`config.mk`:
```
export PLATFORM = sky130hd
export DESIGN_NAME = phys_reg_free_list_flat
export DESIGN_NICKNAME = d
export VERILOG_FILES = /design/src/rtl/phys_reg_free_list_pkg.sv /design/src/rtl/phys_reg_free_list_if.sv /design/src/rtl/phys_reg_free_list_wrap_ptr.sv /design/src/rtl/phys_reg_free_list.sv /design/src/flat_wrapper.sv
export SDC_FILE = /design/constraint.sdc
export NUM_CORES = 1
export LEC_CHECK = 0
export ABC_AREA = 0
export BUFFER_PORTS_ARGS = -buffer_cell sky130_fd_sc_hd__clkbuf_2
export CAP_MARGIN = 15
export CORE_ASPECT_RATIO = 0.75
export CORE_MARGIN = 2
export CORE_UTILIZATION = 47
export DETAILED_ROUTE_END_ITERATION = 16
export GPL_TIMING_DRIVEN = 0
export REMOVE_ABC_BUFFERS = 1
export SLEW_MARGIN = 20
export SYNTH_ARGS = -nofsm -noshare
export SYNTH_HDL_FRONTEND = slang
export SYNTH_HIERARCHICAL = 1
export SYNTH_SLANG_ARGS = --single-unit
export TNS_END_PERCENT = 5
```
`constraint.sdc`:
```
create_clock -name clock -period 4.5 [get_ports clock]
set_input_delay 1.125 -clock clock [delete_from_list [all_inputs] [get_ports clock]]
set_output_delay 1.125 -clock clock [all_outputs]
set_load 0.005 [all_outputs]
```
`src/rtl/phys_reg_free_list_pkg.sv`:
```
// Shared rename constants and types used by the physical register free list and map table.
package phys_reg_free_list_pkg;

  localparam int unsigned REG_FILE_ADDR_WIDTH = 7;
  localparam int unsigned NUM_PHYS_REGS       = 128;
  localparam int unsigned NUM_ARCH_REGS       = 32;
  localparam int unsigned FREE_LIST_DEPTH     = NUM_PHYS_REGS - NUM_ARCH_REGS;
  localparam int unsigned PTR_WIDTH           = $clog2(FREE_LIST_DEPTH);
  localparam int unsigned COUNT_WIDTH         = 7;

  typedef logic [REG_FILE_ADDR_WIDTH-1:0] preg_t;
  typedef logic [PTR_WIDTH-1:0]           ptr_t;
  typedef logic [COUNT_WIDTH-1:0]         count_t;

  // Depth is not a power of two, so the wrap back to zero is explicit.
  function automatic ptr_t ptr_inc(ptr_t p);
    return (p == PTR_WIDTH'(FREE_LIST_DEPTH - 1)) ? '0 : p + PTR_WIDTH'(1);
  endfunction

  // Slot i initially holds the first non-architectural register plus i.
  function automatic preg_t reset_entry(int unsigned idx);
    return REG_FILE_ADDR_WIDTH'(NUM_ARCH_REGS + idx);
  endfunction

endpackage

```
`src/rtl/phys_reg_free_list_if.sv`:
```
// Rename/retire side handshake with the physical register free list.
interface phys_reg_free_list_if;
  import phys_reg_free_list_pkg::*;

  logic   alloc_req;
  logic   alloc_valid;
  preg_t  alloc_preg;
  logic   commit_alloc;
  logic   free_valid;
  preg_t  free_preg;
  logic   flush;
  count_t free_count;
  logic   error;

  modport master (
    output alloc_req, commit_alloc, free_valid, free_preg, flush,
    input  alloc_valid, alloc_preg, free_count, error
  );

  modport slave (
    input  alloc_req, commit_alloc, free_valid, free_preg, flush,
    output alloc_valid, alloc_preg, free_count, error
  );

endinterface

```
`src/rtl/phys_reg_free_list_wrap_ptr.sv`:
```
// Modulo-depth pointer register with increment enable and a load that takes priority.
module phys_reg_free_list_wrap_ptr
  import phys_reg_free_list_pkg::*;
(
  input  logic clock,
  input  logic reset,
  input  logic en,
  input  logic load,
  input  ptr_t load_val,
  output ptr_t ptr
);

  ptr_t ptr_d;

  always_comb begin
    ptr_d = ptr;
    if (load) begin
      ptr_d = load_val;
    end else if (en) begin
      ptr_d = ptr_inc(ptr);
    end
  end

  always_ff @(posedge clock or negedge reset) begin
    if (!reset) begin
      ptr <= '0;
    end else begin
      ptr <= ptr_d;
    end
  end

endmodule

```
`src/rtl/phys_reg_free_list.sv`:
```
// Circular free list of physical registers with speculative/committed heads and one-cycle flush rewind.
module phys_reg_free_list
  import phys_reg_free_list_pkg::*;
(
  input  logic                 clock,
  input  logic                 reset,
  phys_reg_free_list_if.slave  fl
);

  preg_t  mem [FREE_LIST_DEPTH];
  ptr_t   spec_head;
  ptr_t   commit_head;
  ptr_t   tail;
  ptr_t   flush_head;
  count_t free_cnt;
  count_t free_cnt_d;
  count_t occ_cnt;
  count_t occ_cnt_d;
  count_t outstanding;
  logic   error_q;
  logic   alloc_avail;
  logic   alloc_ok;
  logic   alloc_bad;
  logic   commit_ok;
  logic   commit_bad;
  logic   free_ok;
  logic   free_bad;

  assign alloc_avail    = (free_cnt != '0);
  assign outstanding    = occ_cnt - free_cnt;
  assign fl.alloc_valid = alloc_avail;
  assign fl.alloc_preg  = mem[spec_head];
  assign fl.free_count  = free_cnt;
  assign fl.error       = error_q;

  // Acceptance is judged on registered state only; a same-cycle free never feeds an alloc.
  always_comb begin
    alloc_ok   = fl.alloc_req && alloc_avail && !fl.flush;
    alloc_bad  = fl.alloc_req && !alloc_avail && !fl.flush;
    commit_ok  = fl.commit_alloc && (outstanding != '0);
    commit_bad = fl.commit_alloc && (outstanding == '0);
    free_ok    = fl.free_valid && (fl.free_preg != '0) &&
                 (occ_cnt != COUNT_WIDTH'(FREE_LIST_DEPTH));
    free_bad   = fl.free_valid && !free_ok;
    flush_head = commit_ok ? ptr_inc(commit_head) : commit_head;
  end

  always_comb begin
    occ_cnt_d  = occ_cnt;
    free_cnt_d = free_cnt;
    if (free_ok && !commit_ok) begin
      occ_cnt_d = occ_cnt + COUNT_WIDTH'(1);
    end else if (commit_ok && !free_ok) begin
      occ_cnt_d = occ_cnt - COUNT_WIDTH'(1);
    end
    // On flush every uncommitted allocation returns, leaving committed occupancy allocatable.
    if (fl.flush) begin
      free_cnt_d = occ_cnt_d;
    end else if (free_ok && !alloc_ok) begin
      free_cnt_d = free_cnt + COUNT_WIDTH'(1);
    end else if (alloc_ok && !free_ok) begin
      free_cnt_d = free_cnt - COUNT_WIDTH'(1);
    end
  end

  phys_reg_free_list_wrap_ptr u_spec_head (
    .clock    (clock),
    .reset    (reset),
    .en       (alloc_ok),
    .load     (fl.flush),
    .load_val (flush_head),
    .ptr      (spec_head)
  );

  phys_reg_free_list_wrap_ptr u_commit_head (
    .clock    (clock),
    .reset    (reset),
    .en       (commit_ok),
    .load     (1'b0),
    .load_val ('0),
    .ptr      (commit_head)
  );

  phys_reg_free_list_wrap_ptr u_tail (
    .clock    (clock),
    .reset    (reset),
    .en       (free_ok),
    .load     (1'b0),
    .load_val ('0),
    .ptr      (tail)
  );

  always_ff @(posedge clock or negedge reset) begin
    if (!reset) begin
      for (int unsigned i = 0; i < FREE_LIST_DEPTH; i++) begin
        mem[PTR_WIDTH'(i)] <= reset_entry(i);
      end
    end else if (free_ok) begin
      mem[tail] <= fl.free_preg;
    end
  end

  always_ff @(posedge clock or negedge reset) begin
    if (!reset) begin
      free_cnt <= COUNT_WIDTH'(FREE_LIST_DEPTH);
      occ_cnt  <= COUNT_WIDTH'(FREE_LIST_DEPTH);
      error_q  <= 1'b0;
    end else begin
      free_cnt <= free_cnt_d;
      occ_cnt  <= occ_cnt_d;
      error_q  <= error_q | alloc_bad | commit_bad | free_bad;
    end
  end

endmodule
```
`src/flat_wrapper.sv`:
```
// flat-port wrapper written by rule: the top's interface ports become plain ports
module phys_reg_free_list_flat import phys_reg_free_list_pkg::*;
  (clock, reset, fl_alloc_req, fl_commit_alloc, fl_free_valid, fl_free_preg, fl_flush, fl_alloc_valid, fl_alloc_preg, fl_free_count, fl_error);
  phys_reg_free_list_if fl_i ();
  input  logic clock;
  input  logic reset;
  input wire logic [$bits(fl_i.alloc_req)-1:0] fl_alloc_req;
  input wire logic [$bits(fl_i.commit_alloc)-1:0] fl_commit_alloc;
  input wire logic [$bits(fl_i.free_valid)-1:0] fl_free_valid;
  input wire logic [$bits(fl_i.free_preg)-1:0] fl_free_preg;
  input wire logic [$bits(fl_i.flush)-1:0] fl_flush;
  output wire logic [$bits(fl_i.alloc_valid)-1:0] fl_alloc_valid;
  output wire logic [$bits(fl_i.alloc_preg)-1:0] fl_alloc_preg;
  output wire logic [$bits(fl_i.free_count)-1:0] fl_free_count;
  output wire logic [$bits(fl_i.error)-1:0] fl_error;
  assign fl_i.alloc_req = fl_alloc_req;
  assign fl_i.commit_alloc = fl_commit_alloc;
  assign fl_i.free_valid = fl_free_valid;
  assign fl_i.free_preg = fl_free_preg;
  assign fl_i.flush = fl_flush;
  assign fl_alloc_valid = fl_i.alloc_valid;
  assign fl_alloc_preg = fl_i.alloc_preg;
  assign fl_free_count = fl_i.free_count;
  assign fl_error = fl_i.error;
  phys_reg_free_list u_core (.clock(clock), .reset(reset), .fl(fl_i));
endmodule
```
Yosys cells after proc, flatten, opt, wreduce, memory -nomap -nowiden
Cells that the tools add are included.

Bits of input ports: 13. Register bits: 708.

Magnitude comparators: 3. Add/sub/neg operators: 8. Bitwise gates (word level): 5. Mux-type cells: 17. Reductions and logical operators: 25. Equality and inequality tests: 4.

Operator list (count): $bwmux W672 (1); $mux W7 (14); $bmux W7 S7 (1); $demux W7 S7 (1); $add A7 B1 Y7 const B (5); $eq A7 B7 Y1 const B (3); $reduce_bool A7 Y1 (3); $ge A8 B8 Y1 const B (2); $not A7 Y8 (2); $logic_and A1 B1 Y1 (14); $sub A7 B1 Y7 const B (2); $lt A8 B1 Y1 const B (1); $logic_not A7 Y1 (1); $ne A7 B7 Y1 const B (1); $sub A7 B7 Y7 (1); $logic_not A1 Y1 (5); $or A1 B1 Y1 (3); $reduce_bool A3 Y1 (1); $reduce_bool A2 Y1 (1).

Depth between registers and ports, before layout
Gate-level depths: netlist of the first run.

Depth in word-level cells: 8. Gate-level depth with buffers: 14.

Hierarchy
Netlist of the first run, hierarchy kept.

By module, submodules not included: phys_reg_free_list (times used 1, sequential area each 17656.9 µm², cells an instance 2164, area an instance 33375.8 µm²); phys_reg_free_list_wrap_ptr (times used 3, sequential area each 175.2 µm², cells an instance 44, area an instance 401.6 µm²).

Least setup slack after synthesis of the first run
Ideal clock, no wire load.

Path type: flip-flop to output port. From: register u_core.u_spec_head.ptr[0]. To: output port fl_alloc_preg[2]. Buffers on the path: 3. Arrival time: 2.693 ns. Required time: 3.375 ns. Path slack: 0.682 ns. Cell stages (with the launch flop): 8. Path through: dfrtp_1 > clkbuf_1 > buf_2 > buf_1 > mux4_2 > mux4_2 > o21ai_0 > o221ai_1.

Longest elaborated chain between the ends: 4.

RTL lines: start: declaration (line phys_reg_free_list_wrap_ptr.sv:10) `output ptr_t ptr`; start signal: assignment (line phys_reg_free_list_wrap_ptr.sv:28) `ptr <= ptr_d;`; $not A7 Y8 (not written as such) (line phys_reg_free_list.sv:32) `assign fl.alloc_preg = mem[spec_head];`; $bmux W7 S7 (line phys_reg_free_list.sv:32); $mux W7 (not written as such) (2 in series) (line phys_reg_free_list.sv:32); end: declaration (line flat_wrapper.sv:13) `output wire logic [$bits(fl_i.alloc_preg)-1:0] fl_alloc_preg;`.

Every way passes these cells. The select of a mux whose other input is x is not followed.

Final worst setup path of the first run
From: register u_core.u_spec_head.ptr[0]. To: output port fl_alloc_preg[1].

The elaborated chain is that of the path after synthesis.

==> metrics.cfg, run 1 <==
[setup_path]
crit_path_start = u_core/u_spec_head/ptr[0]$_DFFE_PN0P_
crit_path_start_kind = flop
r2r_end = u_core/fl.free_count[4]$_DFFE_PN0P_
crit_required_ns = 3.38
ff2ff_setup_slack_ns = 0.60
cp-end-kind = output pin
path_max_fanout = 6
arrival_ns = 3.60
crit_top_cell = buf_16
crit_chain = buf_16 > buf_16 > buf_16 > buf_16 > buf_6 > mux4_2 > mux4_2 > mux2i_4 > o211ai_1 > clkbuf_2
endpoint = fl_alloc_preg[1]
cp_slowest_cell = mux4_2
cp.depth = 10
cpPeakStageDelay_ns = 0.52
reg2regPathDepth = 12
criticalPathCategory = reg -> out
cp.buffers_inverters = 6
crit_family = multiplexers
worstReg2RegStart = u_core/fl.free_count[4]$_DFFE_PN0P_

[sta]
rsz0062_at_grt = true
period_minus_slack_ns = 4.72
worstMarginPinSlew_ns = 1.05
finalWorstSetupSlack_ns = -0.223
final-hold-violation-count = 0
fmax_mhz = 212
maxSlewHeadroom = 0.294
slew_violations = 0
finalCritPeriodShare = 1.05
skew_ns = 0.0200
setup_viol = 7

[run_status]
outcome = finished with violations
violations = negative setup slack

[synth]
synth_edf_count = 0
avgSynthCellArea_um2 = 15.1
yosys.area.top_type = dfstp_2
synth_top_family_by_area = multiplexers
synthArstFlopShare = 1.00
yosysUniqueCellTypes = 69
synth_ff_type = dfstp_2
netlist_instances = 2296
yosysWarningCount = 6
synthSimpleGateAreaFrac = 0.0551
synthAdderAreaFrac = 0.00702
synth.most_common_cell = mux2_2
synth_seq_cells = 708
syn_area_um2 = 34600
synth_compound_area_frac = 0.0292
ys_seq_area_frac = 0.526
synthXorXnorAreaFrac = 0.00532
ys_top_cells_by_count = mux2_2, dfstp_2, dfrtp_1
yosys-top-cells-area = dfstp_2, dfrtp_1, mux2_2
synth_mux_area_frac = 0.356
synth_top_area_frac = 0.283

[power_and_ir_drop]
ir_drop_v = 0.000347
power-per-cell-area_nw_per_um2 = 480
p_leak_nw = 17.0

[cells_and_area]
fillers = 5897
fin_nets = 2368
area_growth_pct = 13.6
multi_input_area_um2 = 16000
utilization = 0.537
layout-drive-gt1-share = 0.614
regArea_um2 = 18200

[floorplanning]
start_util = 0.473
fp.dieH_um = 239
die_w_um = 317
coreArea_um2 = 73200
die_area_um2 = 75800
ios = 29
rows = 86

[place]
dpl.hpwl_um = 56000
dp_slack_ns = -1.07
io_buffers = 28
routabilityCongestion = 0.833

[clock_network]
cts_root_buf = clkbuf_16
clk-insertion-delay-late_ns = 0.62
cts_buffers = 74
h-tree-depth = 3
clkTransAtPathRegs_ns = 0.06
cts.sinks = 708
clockBufferDepth = 3
cts_tree = yes

[worst_hold_path]
min_path_type = reg -> reg
worstHoldStart = u_core/mem[212]$_DFFE_PN0P_

[routing]
avgRoutedWirePerCell_um = 25.8
vias_per_cell = 5.98
via_count = 20200
drcViolationCount = 0
postRouteAntennaNets = 0
dr.pass1.iters = 7
drt-total-wl_um = 86800
drtIter0Drc = 1319

[global_routing]
grt_pass1_wl_um = 133000
grt_start_max_net_pins = 95
antenna_found_initial = 4
globalRouteTotalUtil = 0.234
grt_pass1_vias = 20800
grt-ovfl-total = 0

[run]
drv_cap = 0

## cell type report
| cell class | count | share of cell area |
|---|---|---|
| multi-input combinational | 1436 | 0.406 |
| timing repair buffer | 92 | 0.0342 |
| inverter | 25 | 0.00242 |
| sequential | 708 | 0.463 |
| clock inverter | 15 | 0.00472 |
| clock buffer | 122 | 0.0580 |
| tap | 968 | 0.0308 |
| antenna | 2 | 0.000127 |
## through the flow
stage	area (um2)	TNS [ns]	std cells	power, mW	hold slack, ns
after floorplan	34000	-54.26	2169	11.1	0.453
after global placement	35400	-9246.03	3165	12.4	0.462
after detailed placement	36300	-26.97	3203	12.5	0.474
after CTS	39200	-1.27	3361	19.0	0.488
after global routing	39300	-1.65	3367	19.7	0.506
final	39300	-1.00	3368	18.8	0.486
## worst register-to-register path: stages (launching register included)
cell and delay [ns]:
dfrtp_1 0.46, nor4_1 0.64, a211o_1 0.25, inv_1 0.18, nor4_2 0.42, inv_1 0.28
fa_1 0.47, a21o_1 0.17, a21oi_1 0.20, xor2_1 0.18, a21oi_1 0.06, a211oi_1 0.36
nor3_1 0.11
## registers in the layout, indices dropped and copies added (netlist names)
register and count:
u_core/fl.error 1, u_core/fl.free_count 7, u_core/mem 672, u_core/occ_cnt 7, u_core/u_commit_head/ptr 7, u_core/u_spec_head/ptr 7, u_core/u_tail/ptr 7
## placed cells by master (no fill, tap or decap), types with 7 or more instances in the layout
cell / count
buf_12: 15
a211oi_1: 11
buf_16: 20
mux2i_4: 7
conb_1: 30
nand4_1: 11
o21ai_0: 41
xor2_1: 15
mux2i_1: 15
a21oi_1: 20
mux2_2: 628
nor2_1: 50
nor2b_1: 21
clkbuf_16: 80
dfrtp_1: 331
mux2_1: 50
clkinv_2: 9
a31oi_1: 14
clkbuf_1: 29
mux4_2: 198
nand3_1: 20
nor3_1: 20
clkbuf_8: 15
clkbuf_4: 7
o211ai_1: 9
ha_1: 17
nor2_2: 14
buf_4: 18
clkbuf_2: 20
nand2_1: 97
nor2_8: 20
nand2b_1: 8
dfstp_2: 372
inv_1: 24
## how the worst min path moves through the flow
| stage | endpoint | cells after the start |
|---|---|---|
| after global routing | u_core/mem[212]$_DFFE_PN0P_ | 1 |
| after global placement | u_core/mem[492]$_DFFE_PN0P_ | 1 |
| after detailed placement | u_core/mem[212]$_DFFE_PN0P_ | 1 |
| final | u_core/mem[212]$_DFFE_PN0P_ | 1 |
| after CTS | u_core/mem[383]$_DFFE_PN0P_ | 1 |
| after floorplan | u_core/mem[267]$_DFFE_PN0P_ | 1 |
## report_power, final
| group | internal [mW] | total [mW] | switching (mW) | leakage [nW] |
|---|---|---|---|---|
| Sequential | 7.66 | 8.35 | 0.690 | 8.33 |
| Combinational | 2.19 | 4.29 | 2.10 | 7.44 |
| Clock | 3.69 | 6.20 | 2.51 | 1.21 |
| Total | 13.5 | 18.8 | 5.30 | 17.0 |
## metal layers
layer / vias up / share of wire / global-route usage
li1: 8694 / - / -
met1: 10900 / 0.46 / 0.342
met2: 466 / 0.46 / 0.353
met3: 127 / 0.055 / 0.0516
met4: 4 / 0.025 / 0.0660
met5: - / 0.00026 / 0
## what timing repair did
item,in CTS,in global routing
hold buffers,0,0
setup buffers,17,4
gates cloned,4,1
pin swaps,1,0
endpoints found under the setup margin,7,10
gates resized for setup,32,5
## cells by family after synthesis
logic type	Yosys count
other cells	1
xor+xnor	21
compound gates	151
simple gates	317
flops	708
mux	898
buf+inv	181
fa+ha+maj	19
(Power assumes the default switching activity.)
==> run 2, diff against run 1 <==
--- a/config.mk
+++ b/config.mk
@@ -10,7 +10,7 @@
 export CAP_MARGIN = 15
 export CORE_ASPECT_RATIO = 0.75
 export CORE_MARGIN = 2
-export CORE_UTILIZATION = 47
+export CORE_UTILIZATION = 45
 export DETAILED_ROUTE_END_ITERATION = 16
 export GPL_TIMING_DRIVEN = 0
 export REMOVE_ABC_BUFFERS = 1
==> constraint.sdc (replaced) <==
create_clock -name clock -period 5.6 [get_ports clock]
set_input_delay 1.4 -clock clock [delete_from_list [all_inputs] [get_ports clock]]
set_output_delay 1.4 -clock clock [all_outputs]
set_load 0.005 [all_outputs]
==> run 2 against run 1 <==
Sequential share of layout area rose by 0.44 points. Via count is 0.38% lower. Die area rose by 4.4%. Setup slack gained 0.35 ns. First-iteration DRC count is 11% higher. Non-clock buffer count fell by 25. Combinational power shrank 25%. Clock skew decreased by 0.0030 ns. The run now ends clean. Clock power fell by 18%. Highest routed layer is now met4. Sequential cell count unchanged. Final cell count rose by 0.86%.
==> metrics.cfg, run 2 (synthesized netlist as in run 1, its figures left out) <==
[clock_network]
cts_root_buf = clkbuf_16
clkTransAtPathRegs_ns = 0.06
clockBufferDepth = 3
cts_tree = yes
h-tree-depth = 3
cts_buffers = 74
cts.sinks = 708
clk-insertion-delay-late_ns = 0.63

[run]
drv_cap = 0

[power_and_ir_drop]
power_frac_comb = 0.214
ir_drop_v = 0.000242
switching_share = 0.283
power-per-cell-area_nw_per_um2 = 386
p_int_mw = 10.8
p_total_mw = 15.0
seqPwrFrac = 0.450
switching_power_mw = 4.25
p_leak_nw = 16.8
p_clk_frac = 0.337

[floorplanning]
die_area_um2 = 79100
rows = 87
fp.dieH_um = 244
die_w_um = 324
start_util = 0.457
ios = 29
coreArea_um2 = 75700

[setup_path]
reg2regPathDepth = 12
cp-end-kind = output pin
arrival_ns = 4.07
path_max_fanout = 32
ff2ff_setup_slack_ns = 1.38
worstReg2RegStart = u_core/fl.free_count[4]$_DFFE_PN0P_
crit_path_start_kind = flop
cp_slowest_cell = a211oi_1
crit_required_ns = 4.20
crit_path_start = u_core/u_spec_head/ptr[0]$_DFFE_PN0P_
cpPeakStageDelay_ns = 0.71
r2r_end = u_core/fl.free_count[4]$_DFFE_PN0P_
crit_top_cell = buf_16
crit_chain = buf_16 > buf_16 > mux4_2 > nor2b_1 > a211oi_1 > nor3_1 > o21ai_0 > o221ai_1 > clkbuf_2
criticalPathCategory = reg -> out

[worst_hold_path]
hold_path_end = u_core/mem[491]$_DFFE_PN0P_
min_path_type = reg -> reg
holdPathStages = 1
worstHoldStart = u_core/mem[491]$_DFFE_PN0P_

[routing]
avgRoutedWirePerCell_um = 25.4
drcViolationCount = 0
via_count = 20100
postRouteAntennaNets = 0
drtIter0Drc = 1464
dr.pass1.iters = 5
vias_per_cell = 5.91
drt-total-wl_um = 86100

[global_routing]
grt_start_max_net_pins = 98
grt_pass1_wl_um = 134000
grt_pass1_vias = 21500
grt-ovfl-total = 0
globalRouteTotalUtil = 0.224
antenna_found_initial = 1

[sta]
rsz0062_at_grt = true
final-hold-violation-count = 0
finalCritPeriodShare = 0.977
period_minus_slack_ns = 5.47
fin_setup_tns_ns = 0
whs_ns = 0.483
worstMarginPinSlew_ns = 1.10
fmax_mhz = 183
setup_viol = 0
skew_ns = 0.0170
maxSlewHeadroom = 0.260
slew_violations = 0

[place]
dpl_cell_area_um2 = 36300
routabilityCongestion = 0.823
io_buffers = 28
dpl.hpwl_um = 56200

[run_status]
outcome = complete, no violations

[cells_and_area]
mostFrequentLayoutCells = mux2_2, dfstp_2, dfrtp_1
antenna_cells = 0
area_growth_pct = 12.5
fin_nets = 2343
multi_input_area_um2 = 15900
fillers = 6189
layout_commonest_cell = mux2_2
layout-drive-gt1-share = 0.608
final_area_um2 = 38900
top_register = u_core/mem
regArea_um2 = 18200
largest_reg_flops = 672

## run 2: cell count changes in the layout (fill, tap and decap cells not counted), sizes merged
cell and change:
buf -23, diode -2, bufbuf -1, clkinvlp +1, bufinv +3, clkbuf -11, inv +7
## run 2: worst max path at each step
stage / cells after the start / slack (ns) / endpoint
2_1_floorplan: 5 / -3.81 / fl_alloc_preg[6]
3_3_place_gp: 1 / -12.71 / u_core/mem[534]$_DFFE_PN0P_
3_5_place_dp: 9 / -0.07 / fl_alloc_preg[5]
4_1_cts: 10 / 0.01 / fl_alloc_preg[4]
5_1_grt: 10 / -0.03 / fl_alloc_preg[6]
6_report: 9 / 0.13 / fl_alloc_preg[5]
## run 2: metrics by stage
step	cells	utilization	worst slack [ns]
3_3_place_gp	3220	0.469	-12.71
4_1_cts	3397	0.514	0.00998
2_1_floorplan	2169	-	-3.81
5_1_grt	3397	0.514	-0.0344
3_5_place_dp	3256	0.480	-0.0703
6_report	3397	0.514	0.128
## run 2: routing by layer
| metal | routed length (um) | share of wire | vias to the layer above | track usage |
|---|---|---|---|---|
| met5 | 0 | 0 | - | 0 |
| met3 | 3780 | 0.044 | 103 | 0.0387 |
| li1 | - | - | 8642 | - |
| met4 | 1570 | 0.018 | 0 | 0.0471 |
| met1 | 41400 | 0.48 | 10900 | 0.333 |
| met2 | 39400 | 0.46 | 435 | 0.343 |
## run 2: cell type report
class                   count  area share
clock buffers             112      0.0546
clock inverters            26     0.00907
inverters                  25     0.00244
multi-input cells        1436       0.408
flip-flops and latches    708       0.468
well taps                1023      0.0329
repair buffers             67      0.0252
## run 2: what timing repair did
action	in CTS	in global routing
cloned	1	0
hold endpoints to repair	0	0
gates resized for setup	6	5
hold buffers	0	0
pin swaps	0	0
setup buffers	2	0
endpoints found under the setup margin	7	4
## run 2: critical path, delay by kind of cell, from the launching register on
kind | cells | cell delay, ns
simple gates | 2 | 0.33
mux | 1 | 0.53
buf+inv | 3 | 0.69
flops | 1 | 0.44
compound gates | 3 | 1.42
## run 2: power by group through the flow
stage	sequential (mW)	clock, mW	combinational, mW
final	6.75	5.06	3.21
after global routing	6.86	5.44	3.46
after CTS	6.75	5.21	3.22
after detailed placement	6.85	0	3.14
after global placement	7.05	0	2.90
after floorplan	6.75	0	2.14
